===== src/rtl/traffic_light_fsm.sv =====
// Tick-timed traffic light sequencer: main/side lamp phases, optional walk phase,
// and a one-cycle wr_reset pulse back to the walk request latch on walk entry.
module traffic_light_fsm #(
  parameter int T_BASE  = 6,
  parameter int T_EXT   = 3,
  parameter int T_YEL   = 2,
  parameter int T_WALK  = 3,
  parameter int TIMER_W = 5
) (
  input  logic       clk,
  input  logic       rst_n,
  input  logic       tick,
  input  logic       wr,
  input  logic       sensor_sync,
  output logic       wr_reset,
  output logic [2:0] main_light,
  output logic [2:0] side_light,
  output logic       walk_lamp,
  output logic [2:0] state_dbg
);

  typedef enum logic [2:0] {
    MAIN_G1  = 3'd0,
    MAIN_G2  = 3'd1,
    MAIN_Y   = 3'd2,
    WALK     = 3'd3,
    SIDE_G   = 3'd4,
    SIDE_EXT = 3'd5,
    SIDE_Y   = 3'd6
  } state_e;

  localparam logic [TIMER_W-1:0] C_BASE = TIMER_W'(T_BASE);
  localparam logic [TIMER_W-1:0] C_EXT  = TIMER_W'(T_EXT);
  localparam logic [TIMER_W-1:0] C_YEL  = TIMER_W'(T_YEL);
  localparam logic [TIMER_W-1:0] C_WALK = TIMER_W'(T_WALK);
  localparam logic [TIMER_W-1:0] C_ONE  = TIMER_W'(1);

  state_e               state_q, state_d;
  logic [TIMER_W-1:0]   cnt_q, cnt_d;
  logic                 wr_reset_d;
  logic                 expire;

  // Lamp word {main[2:0], side[2:0], walk}; lamps are {R,Y,G}.
  function automatic logic [6:0] lamps(input state_e s);
    case (s)
      MAIN_G1, MAIN_G2: lamps = 7'b001_100_0;
      MAIN_Y:           lamps = 7'b010_100_0;
      WALK:             lamps = 7'b100_100_1;
      SIDE_G, SIDE_EXT: lamps = 7'b100_001_0;
      SIDE_Y:           lamps = 7'b100_010_0;
      default:          lamps = 7'b001_100_0;
    endcase
  endfunction

  assign expire    = tick && (cnt_q == C_ONE);
  assign state_dbg = state_q;

  always_comb begin
    state_d    = state_q;
    cnt_d      = cnt_q;
    wr_reset_d = 1'b0;
    if (tick && (cnt_q != C_ONE)) cnt_d = cnt_q - C_ONE;
    case (state_q)
      MAIN_G1: if (expire) begin
        state_d = MAIN_G2;
        cnt_d   = sensor_sync ? C_EXT : C_BASE;
      end
      MAIN_G2: if (expire) begin
        state_d = MAIN_Y;
        cnt_d   = C_YEL;
      end
      MAIN_Y: if (expire) begin
        if (wr) begin
          state_d    = WALK;
          cnt_d      = C_WALK;
          wr_reset_d = 1'b1;
        end else begin
          state_d = SIDE_G;
          cnt_d   = C_BASE;
        end
      end
      WALK: if (expire) begin
        state_d = SIDE_G;
        cnt_d   = C_BASE;
      end
      SIDE_G: if (expire) begin
        state_d = sensor_sync ? SIDE_EXT : SIDE_Y;
        cnt_d   = sensor_sync ? C_EXT : C_YEL;
      end
      SIDE_EXT: if (expire) begin
        state_d = SIDE_Y;
        cnt_d   = C_YEL;
      end
      SIDE_Y: if (expire) begin
        state_d = MAIN_G1;
        cnt_d   = C_BASE;
      end
      // Unused encoding recovers on the next edge regardless of tick.
      default: begin
        state_d = MAIN_G1;
        cnt_d   = C_BASE;
      end
    endcase
  end

  // Lamps are registered from the next state so they always match state_q.
  always_ff @(posedge clk or negedge rst_n) begin
    if (!rst_n) begin
      state_q    <= MAIN_G1;
      cnt_q      <= C_BASE;
      wr_reset   <= 1'b0;
      main_light <= 3'b001;
      side_light <= 3'b100;
      walk_lamp  <= 1'b0;
    end else begin
      state_q                            <= state_d;
      cnt_q                              <= cnt_d;
      wr_reset                           <= wr_reset_d;
      {main_light, side_light, walk_lamp} <= lamps(state_d);
    end
  end

endmodule


===== config.mk =====
export PLATFORM = sky130hd
export DESIGN_NAME = traffic_light_fsm
export DESIGN_NICKNAME = d
export VERILOG_FILES = /design/src/rtl/traffic_light_fsm.sv
export SDC_FILE = /design/constraint.sdc
export NUM_CORES = 1
export LEC_CHECK = 0
export ABC_AREA = 1
export CAP_MARGIN = 30
export CORE_MARGIN = 3
export CORE_UTILIZATION = 45
export DETAILED_ROUTE_END_ITERATION = 8
export GPL_ROUTABILITY_DRIVEN = 0
export GPL_TIMING_DRIVEN = 1
export PLACE_DENSITY = 0.74
export SLEW_MARGIN = 15
export SYNTH_ARGS = -nofsm -noshare
export SYNTH_HDL_FRONTEND = slang
export SYNTH_SLANG_ARGS = --single-unit

===== constraint.sdc =====
create_clock -name clk -period 1.5 [get_ports clk]
set_clock_uncertainty 0.15 [all_clocks]
set_input_delay 0.15 -clock clk [delete_from_list [all_inputs] [get_ports clk]]
set_output_delay 0.15 -clock clk [all_outputs]
set_load 0.1 [all_outputs]

# Yosys cells after proc, flatten, opt, wreduce, memory -nomap -nowiden
# Index checks and enable logic that the tools add are counted.
# W data, S select, Z words.
[word_totals]
wordCells = 50
input_bits = 5
out_inout_bits = 11
regBits = 16
[op_classes]
eq_ne = 13
n_reduce_logical = 6
n_mux = 24
n_addsub = 1
[op_table]
columns = ["cell", "count"]
rows = [
  ["$mux W3", 10],
  ["$mux W5", 6],
  ["$pmux W7 S4", 1],
  ["$pmux W5 S5", 1],
  ["$pmux W3 S7", 1],
  ["$eq A3 B3 Y1 const B", 6],
  ["$eq A3 B2 Y1 const B", 4],
  ["$reduce_or A2 Y1", 3],
  ["$eq A5 B1 Y1 const B", 1],
  ["$ne A5 B1 Y1 const B", 1],
  ["$sub A5 B1 Y5 const B", 1],
  ["$mux W1", 4],
  ["$eq A3 B1 Y1 const B", 1],
  ["$logic_not A3 Y1", 1],
  ["$logic_and A1 B1 Y1", 2],
  ["$mux W2", 1],
]

# Logic depth before layout (Yosys ltp)
# Gate-level depths: netlist of run 1.
[depth]
depth_word = 7
depth_mapped = 10
ltp_nobuf = 10

# Worst setup path after synthesis of run 1
# Ideal clock, no wire load.
[synth_timing]
path_kind = "flip-flop to flip-flop"
startpoint = "reg state_q[2] (netlist: state_dbg[2])"
endpoint = "reg main_light[1]"
arrival_ns = 1.799
slack_ns = -0.521
stages_incl_launch_ff = 7
n_path_buf = 0
synth_period_minus_slack_ns = 2.021
t_required_ns = 1.278
setup_time_ns = 0.072
path_cell_list = "dfrtp_1 > inv_1 > nand2_1 > nand4_1 > a21oi_2 > nand3_2 > nor2_1"
[synth_between]
elab_chain_len = 5
elab_cells_between_ends = 22
cone_classes = "11 x eq/ne; 9 x mux; 2 x reduce/logical"
[synth_lines]
columns = ["element", "line", "source"]
rows = [
  ["start: declaration", "38", "state_e state_q, state_d;"],
  ["start signal: assignment", "116", "state_q <= state_d;"],
  ["$eq A3 B3 Y1 (tied with other cells)", "63", "case (state_q)"],
  ["$pmux W3 S7 (*)", "63", ""],
  ["$eq A3 B3 Y1", "45", "case (s)"],
  ["$reduce_or A2 Y1", "45", ""],
  ["$pmux W7 S4 (*)", "45", ""],
  ["end signal: assignment", "119", "{main_light, side_light, walk_lamp} <= lamps(state_d);"],
  ["end: declaration", "16", "output logic [2:0] main_light,"],
]
# Mark *: on every way between the ends. The rest lies on a longest branch, timed or not.

# Worst setup path in the final report of run 1
[layout_timing]
startpoint = "reg cnt_q[1]"
endpoint = "reg main_light[1]"
[layout_between]
elab_chain_len = 7
elab_cells_between_ends = 17
cone_classes = "6 x eq/ne; 9 x mux; 2 x reduce/logical"
[layout_lines]
columns = ["element", "line", "source"]
rows = [
  ["start: declaration", "39", "logic [TIMER_W-1:0] cnt_q, cnt_d;"],
  ["start signal: assignment", "117", "cnt_q <= cnt_d;"],
  ["$eq A5 B1 Y1 (*)", "55", "assign expire = tick && (cnt_q == C_ONE);"],
  ["$logic_and A1 B1 Y1 (*)", "55", ""],
  ["$mux W3 (tied with other cells)", "94", "SIDE_Y: if (expire) begin"],
  ["$pmux W3 S7 (*)", "63", ""],
  ["$eq A3 B3 Y1", "45", ""],
  ["$reduce_or A2 Y1", "45", ""],
  ["$pmux W7 S4 (*)", "45", ""],
]
# Marks and branches as above.

==> impl_metrics.toml, run 1 <==
[synthesis]
syn_nets = 114
postSynthAreaPerCell_um2 = 8.09
yosys.area_share.xor_xnor_pct = 3.03
synth.cell_area_um2 = 866
synth_compound_area_share_pct = 4.48
synth_mux_area_share_pct = 0
synth_fa_ha_area_share_pct = 2.89
syn_inst = 107
yosysTopAreaCell = "dfrtp_1"
ys_seq_area_share_pct = 46.8
synth.area.top_cells = "dfrtp_1, dfstp_2, nand2_1"
yosys.area.top_type_share_pct = 34.7
ys_seq_elements = 16
synth_top_family_by_area = "simple AND/OR/NAND/NOR gates"
synth-simple-area-share_pct = 33.5
yosys_warnings = 0
ys_types = 22

[global_routing]
grt-ovfl-total = 0
grt_pass1_wl_mm = 4.08
grt_pass1_vias = 888
grt_antenna_before_repair = 0
grt_usage_pct = 21.8
grt_max_degree = 17

[timing]
setup_ws_ns = -0.285
worst_hold_slack_ns = 0.0171
drv_slew = 0
relSlewSlack_pct = 72.7
period_needed_ns = 1.78
rsz0062_at_grt = "true"
fmax_mhz = 560
fin_crit_sh_pct = 119
tightest_slew_ns = 0.408
setup_violations = 15
final_hold_viol_count = 0

[status]
violations = "setup timing"
outcome = "finished, violations left"

[cells_and_area]
instances_no_fill = 173
layout-drive-gt1-share_pct = 56.8
fillCellCount = 96
layout_commonest_cell = "buf_4"
area_delta_synth_final_pct = 75.1
postLayoutCoreUtil_pct = 86.0
most-common-layout-cells = "buf_4, nand2_1, inv_1, buf_12"
antenna_cells = 0
nets = 156

[placement]
io_buffers = 15
hpwl_mm = 1.55
dp_slack_ns = -0.204
dp_cells = 161

[drt]
drt-total-wl_mm = 2.71
drtIter0Drc = 20
first_pass_iters = 5
wl_per_cell_um = 15.7
viasPerCell = 5.12
via_count = 885
final_antenna_net_count = 0
drc = 0

[critical_path]
crit_type = "register to register"
required_ns = 1.57
arrival_ns = 1.86
worst_setup_path_end_kind = "register"
reg2reg_to = "main_light[1]"
critPathMaxFanout = 4
slowest_stage = "dfstp_2"
rrSetupSlack_ns = -0.28
start_kind = "register"
max_stage_delay_ns = 0.39
rr_worst_depth = 8
reg2reg_from = "cnt_q[1]"
crit_chain = "inv_2 -> ha_4 -> nand2_1 -> nor2_2 -> nand4_1 -> a21oi_4 -> nand3_2 -> nor2_1"

[floorplan]
dieArea_um2 = 2490
initial_core_util_pct = 49.1
fp.dieW_um = 49.9
die_h_um = 49.9
fp-row-count = 15
core_area_um2 = 1760
io-pin-count = 16

[worst_hold_path]
hp-class = "input pin to asynchronous set/reset pin"

[power]
ir_drop_uv = 1860
power_mw = 3.43
power_leakage_nw = 0.726
power_density_nw_per_um2 = 2260

[clock_network]
cts_tree = "done"
h-tree-depth = 1
cts.sinks = 16
clk_latency_ns = 0.28
cts_inserted_buffers = 3
cts_root_buffer = "clkbuf_4"
cts_buffer_depth = 2
clk_pin_slew_ns = 0.09

[run]
cap_violations = 0
## through the flow
stage               area [µm²]  TNS (ns)
finish                    1520     -2.77
global route              1520     -3.87
CTS                       1420     -1.11
detailed placement        1310     -1.72
global placement          1310     -1.55
floorplan                  906    -0.171
## routing by layer
metal | vias up | GRT usage [%] | share of wire [%]
met2 | 36 | 39.2 | 56
met3 | 8 | 4.83 | 4.8
met5 | - | 0 | 0
met1 | 425 | 26.6 | 37
li1 | 416 | - | -
met4 | 0 | 3.69 | 2.5
## critical path, delay by kind of cell (launching register included)
| family | cells | cell delay (ns) |
|---|---|---|
| flip-flops | 1 | 0.39 |
| AO/OA/AOI/OAI | 1 | 0.27 |
| adder cells (fa/ha/maj) | 1 | 0.14 |
| buffers and inverters | 1 | 0.07 |
| AND/OR/NAND/NOR | 5 | 0.69 |
## synthesized netlist by cell type, drive strengths merged
cell and instances:
nand2 27, inv 20, nor2 17, dfrtp 12
nand3 8, dfstp 4, nand4 4, nor3 3
xor2 3, a21oi 2, ha 2, o21ai 2
a31oi 1, buf 1, o2111ai 1
## layout make-up
| cell class | instances | area (µm²) | area share, % |
|---|---|---|---|
| Tap cell | 25 | 31.3 | 2.06 |
| Timing Repair Buffer | 38 | 448 | 29.5 |
| Inverter | 20 | 82.6 | 5.45 |
| Sequential cell | 16 | 417 | 27.5 |
| Clock buffer | 4 | 36.3 | 2.39 |
| Multi-Input combinational cell | 70 | 502 | 33.1 |
## kinds of logic (layout without fill, tap and decap cells)
logic type | after synthesis | after routing
AND/OR/NAND/NOR | 59 | 59
flip-flops | 16 | 16
XOR/XNOR | 3 | 3
buffers and inverters | 21 | 62
AO/OA/AOI/OAI | 6 | 6
adder cells (fa/ha/maj) | 2 | 2
## registers in the layout, indices dropped and copies added, names as in the netlist
name	flops
walk_lamp	1
wr_reset	1
state_dbg	3
cnt_q	5
main_light	3
side_light	3
## what timing repair did
item / 4_1_cts / 5_1_grt
setup buffers: 2 / 6
hold buffers: 0 / 0
endpoints found under the setup margin: 14 / 15
pin swaps: 8 / 5
gates resized for setup: 14 / 13
## how the worst max path moves through the flow
stage / slack, ns / end / start
floorplan: -0.07 / cnt_q[4] / cnt_q[1]
global placement: -0.20 / side_light[1] / tick
detailed placement: -0.20 / cnt_q[4] / cnt_q[1]
CTS: -0.15 / cnt_q[4] / cnt_q[1]
global route: -0.37 / main_light[1] / cnt_q[1]
finish: -0.28 / main_light[1] / cnt_q[1]
## where the power goes
part / total (mW) / leakage [nW] / internal, mW / switching, mW
sequential: 0.844 / 0.196 / 0.642 / 0.201
combinational: 2.31 / 0.509 / 0.892 / 1.41
clock: 0.282 / 0.0210 / 0.148 / 0.134
total: 3.43 / 0.726 / 1.68 / 1.75
(Power assumes the default switching activity.)
==> run 2, diff against run 1 <==
Settings changed: CORE_UTILIZATION 45 to 48, CTS_BUF_LIST from default to sky130_fd_sc_hd__clkbuf_8, PLACE_DENSITY 0.74 to 0.78.
==> run 2 against run 1 <==
Net effect: critical path depth unchanged; final area is 4.5% lower; the run still ends with setup timing left; maximum frequency rose by 2.6%; combinational power decreased by 6%; global-route usage rose by 1.6 points; register-to-register slack better by 0.05 ns.
==> impl_metrics.toml, run 2 (synthesis results as in run 1) <==
[critical_path]
max_stage_delay_ns = 0.37
critPathBufInv = 1
rr_worst_depth = 8
slowest_stage = "dfstp_2"
critPathMaxFanout = 4
arrival_ns = 1.77
start_kind = "register"
crit_family = "simple AND/OR/NAND/NOR gates"
critPathLaunch = "cnt_q[1]"
rrSetupSlack_ns = -0.24
required_ns = 1.53
reg2reg_from = "cnt_q[1]"
crit_type = "register to register"
cp.depth = 8
reg2reg_to = "main_light[1]"
worst_setup_path_end_kind = "register"
crit_chain = "inv_2 -> ha_4 -> nand2_4 -> nor2_4 -> nand4_1 -> a21oi_4 -> nand3_2 -> nor2_1"

[power]
power_leakage_nw = 0.689
ir_drop_uv = 1510
power_density_nw_per_um2 = 2360

[timing]
fin_crit_sh_pct = 116
drv_slew = 0
tightest_slew_ns = 0.330
final_hold_viol_count = 0
relSlewSlack_pct = 78.0
fmax_mhz = 575
setup_violations = 14
setup_ws_ns = -0.239
rsz0062_at_grt = "true"
setup-tns-final_ns = -2.02
period_needed_ns = 1.74

[run]
cap_violations = 0

[cells_and_area]
area_delta_synth_final_pct = 67.2
largest_reg_flops = 5
most-common-layout-cells = "nand2_1, buf_4, inv_1, buf_12"
fillCellCount = 57
final_area_um2 = 1450
layout-drive-gt1-share_pct = 53.3
largest_register = "cnt_q"
layout_commonest_cell = "nand2_1"
instances_no_fill = 161
nets = 145
antenna_cells = 0

[worst_hold_path]
hp-class = "input pin to asynchronous set/reset pin"

[floorplan]
dieArea_um2 = 2350
core_area_um2 = 1590
fp.dieW_um = 48.5
die_h_um = 48.5
io-pin-count = 16
fp-row-count = 14
initial_core_util_pct = 54.3

[drt]
via_count = 912
final_antenna_net_count = 0
drt-total-wl_mm = 2.81
first_pass_iters = 4
viasPerCell = 5.66
drtIter0Drc = 50
wl_per_cell_um = 17.5
drc = 0

[status]
outcome = "finished, violations left"
violations = "setup timing"

[placement]
dp_slack_ns = -0.153
io_buffers = 15
postPlaceCellArea_um2 = 1250
dp_cells = 153
hpwl_mm = 1.56

[clock_network]
h-tree-depth = 1
cts_hold_buf = 0
clk_pin_slew_ns = 0.07
cts_root_buffer = "clkbuf_8"
cts_inserted_buffers = 3
cts_buffer_depth = 2
clk_latency_ns = 0.25
cts.sinks = 16
cts_tree = "done"

[global_routing]
grt_max_degree = 17
grt_pass1_wl_mm = 4.18
grt_pass1_vias = 841
grt_antenna_before_repair = 0
grt-ovfl-total = 0
grt_usage_pct = 23.3
[run 2: cell types whose count changed in the layout (fill, tap and decap cells not counted), sizes merged]
cell  change
buf      -11
[run 2: cell type report]
class | instances | area (µm²) | share of cell area, %
inverters | 20 | 82.6 | 5.70
repair buffers | 27 | 350 | 24.2
well taps | 24 | 30.0 | 2.07
multi-input cells | 70 | 512 | 35.4
flip-flops and latches | 16 | 418 | 28.9
clock buffers | 4 | 55.1 | 3.80
[run 2: worst max path at each step]
stage | end | slack (ns)
finish | main_light[1] | -0.24
global route | main_light[1] | -0.28
CTS | cnt_q[4] | -0.12
detailed placement | main_light[1] | -0.15
global placement | main_light[1] | -0.16
floorplan | cnt_q[4] | -0.07
[run 2: stage by stage]
step / hold WS, ns / power (mW) / util, %
after floorplan: -0.296 / 2.01 / -
after global placement: 0.336 / 2.59 / 78.5
after detailed placement: 0.362 / 2.63 / 78.5
after CTS: 0.105 / 3.16 / 87.0
after global routing: 0.119 / 3.56 / 90.8
final: 0.0871 / 3.41 / 90.8
[run 2: worst register-to-register path: cells and delay by family, from the launching register on]
kind / cells / cell delay (ns)
adder cells (fa/ha/maj): 1 / 0.16
AO/OA/AOI/OAI: 1 / 0.25
flip-flops: 1 / 0.37
buffers and inverters: 1 / 0.07
AND/OR/NAND/NOR: 5 / 0.66
[run 2: where the power goes]
part / switching [mW] / leakage (nW) / total (mW) / internal, mW
clock: 0.152 / 0.0288 / 0.385 / 0.233
sequential: 0.222 / 0.195 / 0.868 / 0.646
combinational: 1.39 / 0.466 / 2.16 / 0.767
[run 2: what timing repair did]
action,4_1_cts,5_1_grt
pin swaps,6,12
endpoints found under the setup margin,13,16
resized for setup,13,13
setup buffers,2,2
[run 2: layer usage]
layer / wire length [µm] / global-route usage [%] / vias to the layer above
met2: 1360 / 39.7 / 70
met3: 210 / 2.45 / 22
met4: 170 / 9.48 / 0
met5: 0 / 0 / -
li1: - / - / 393
met1: 1070 / 30.5 / 427
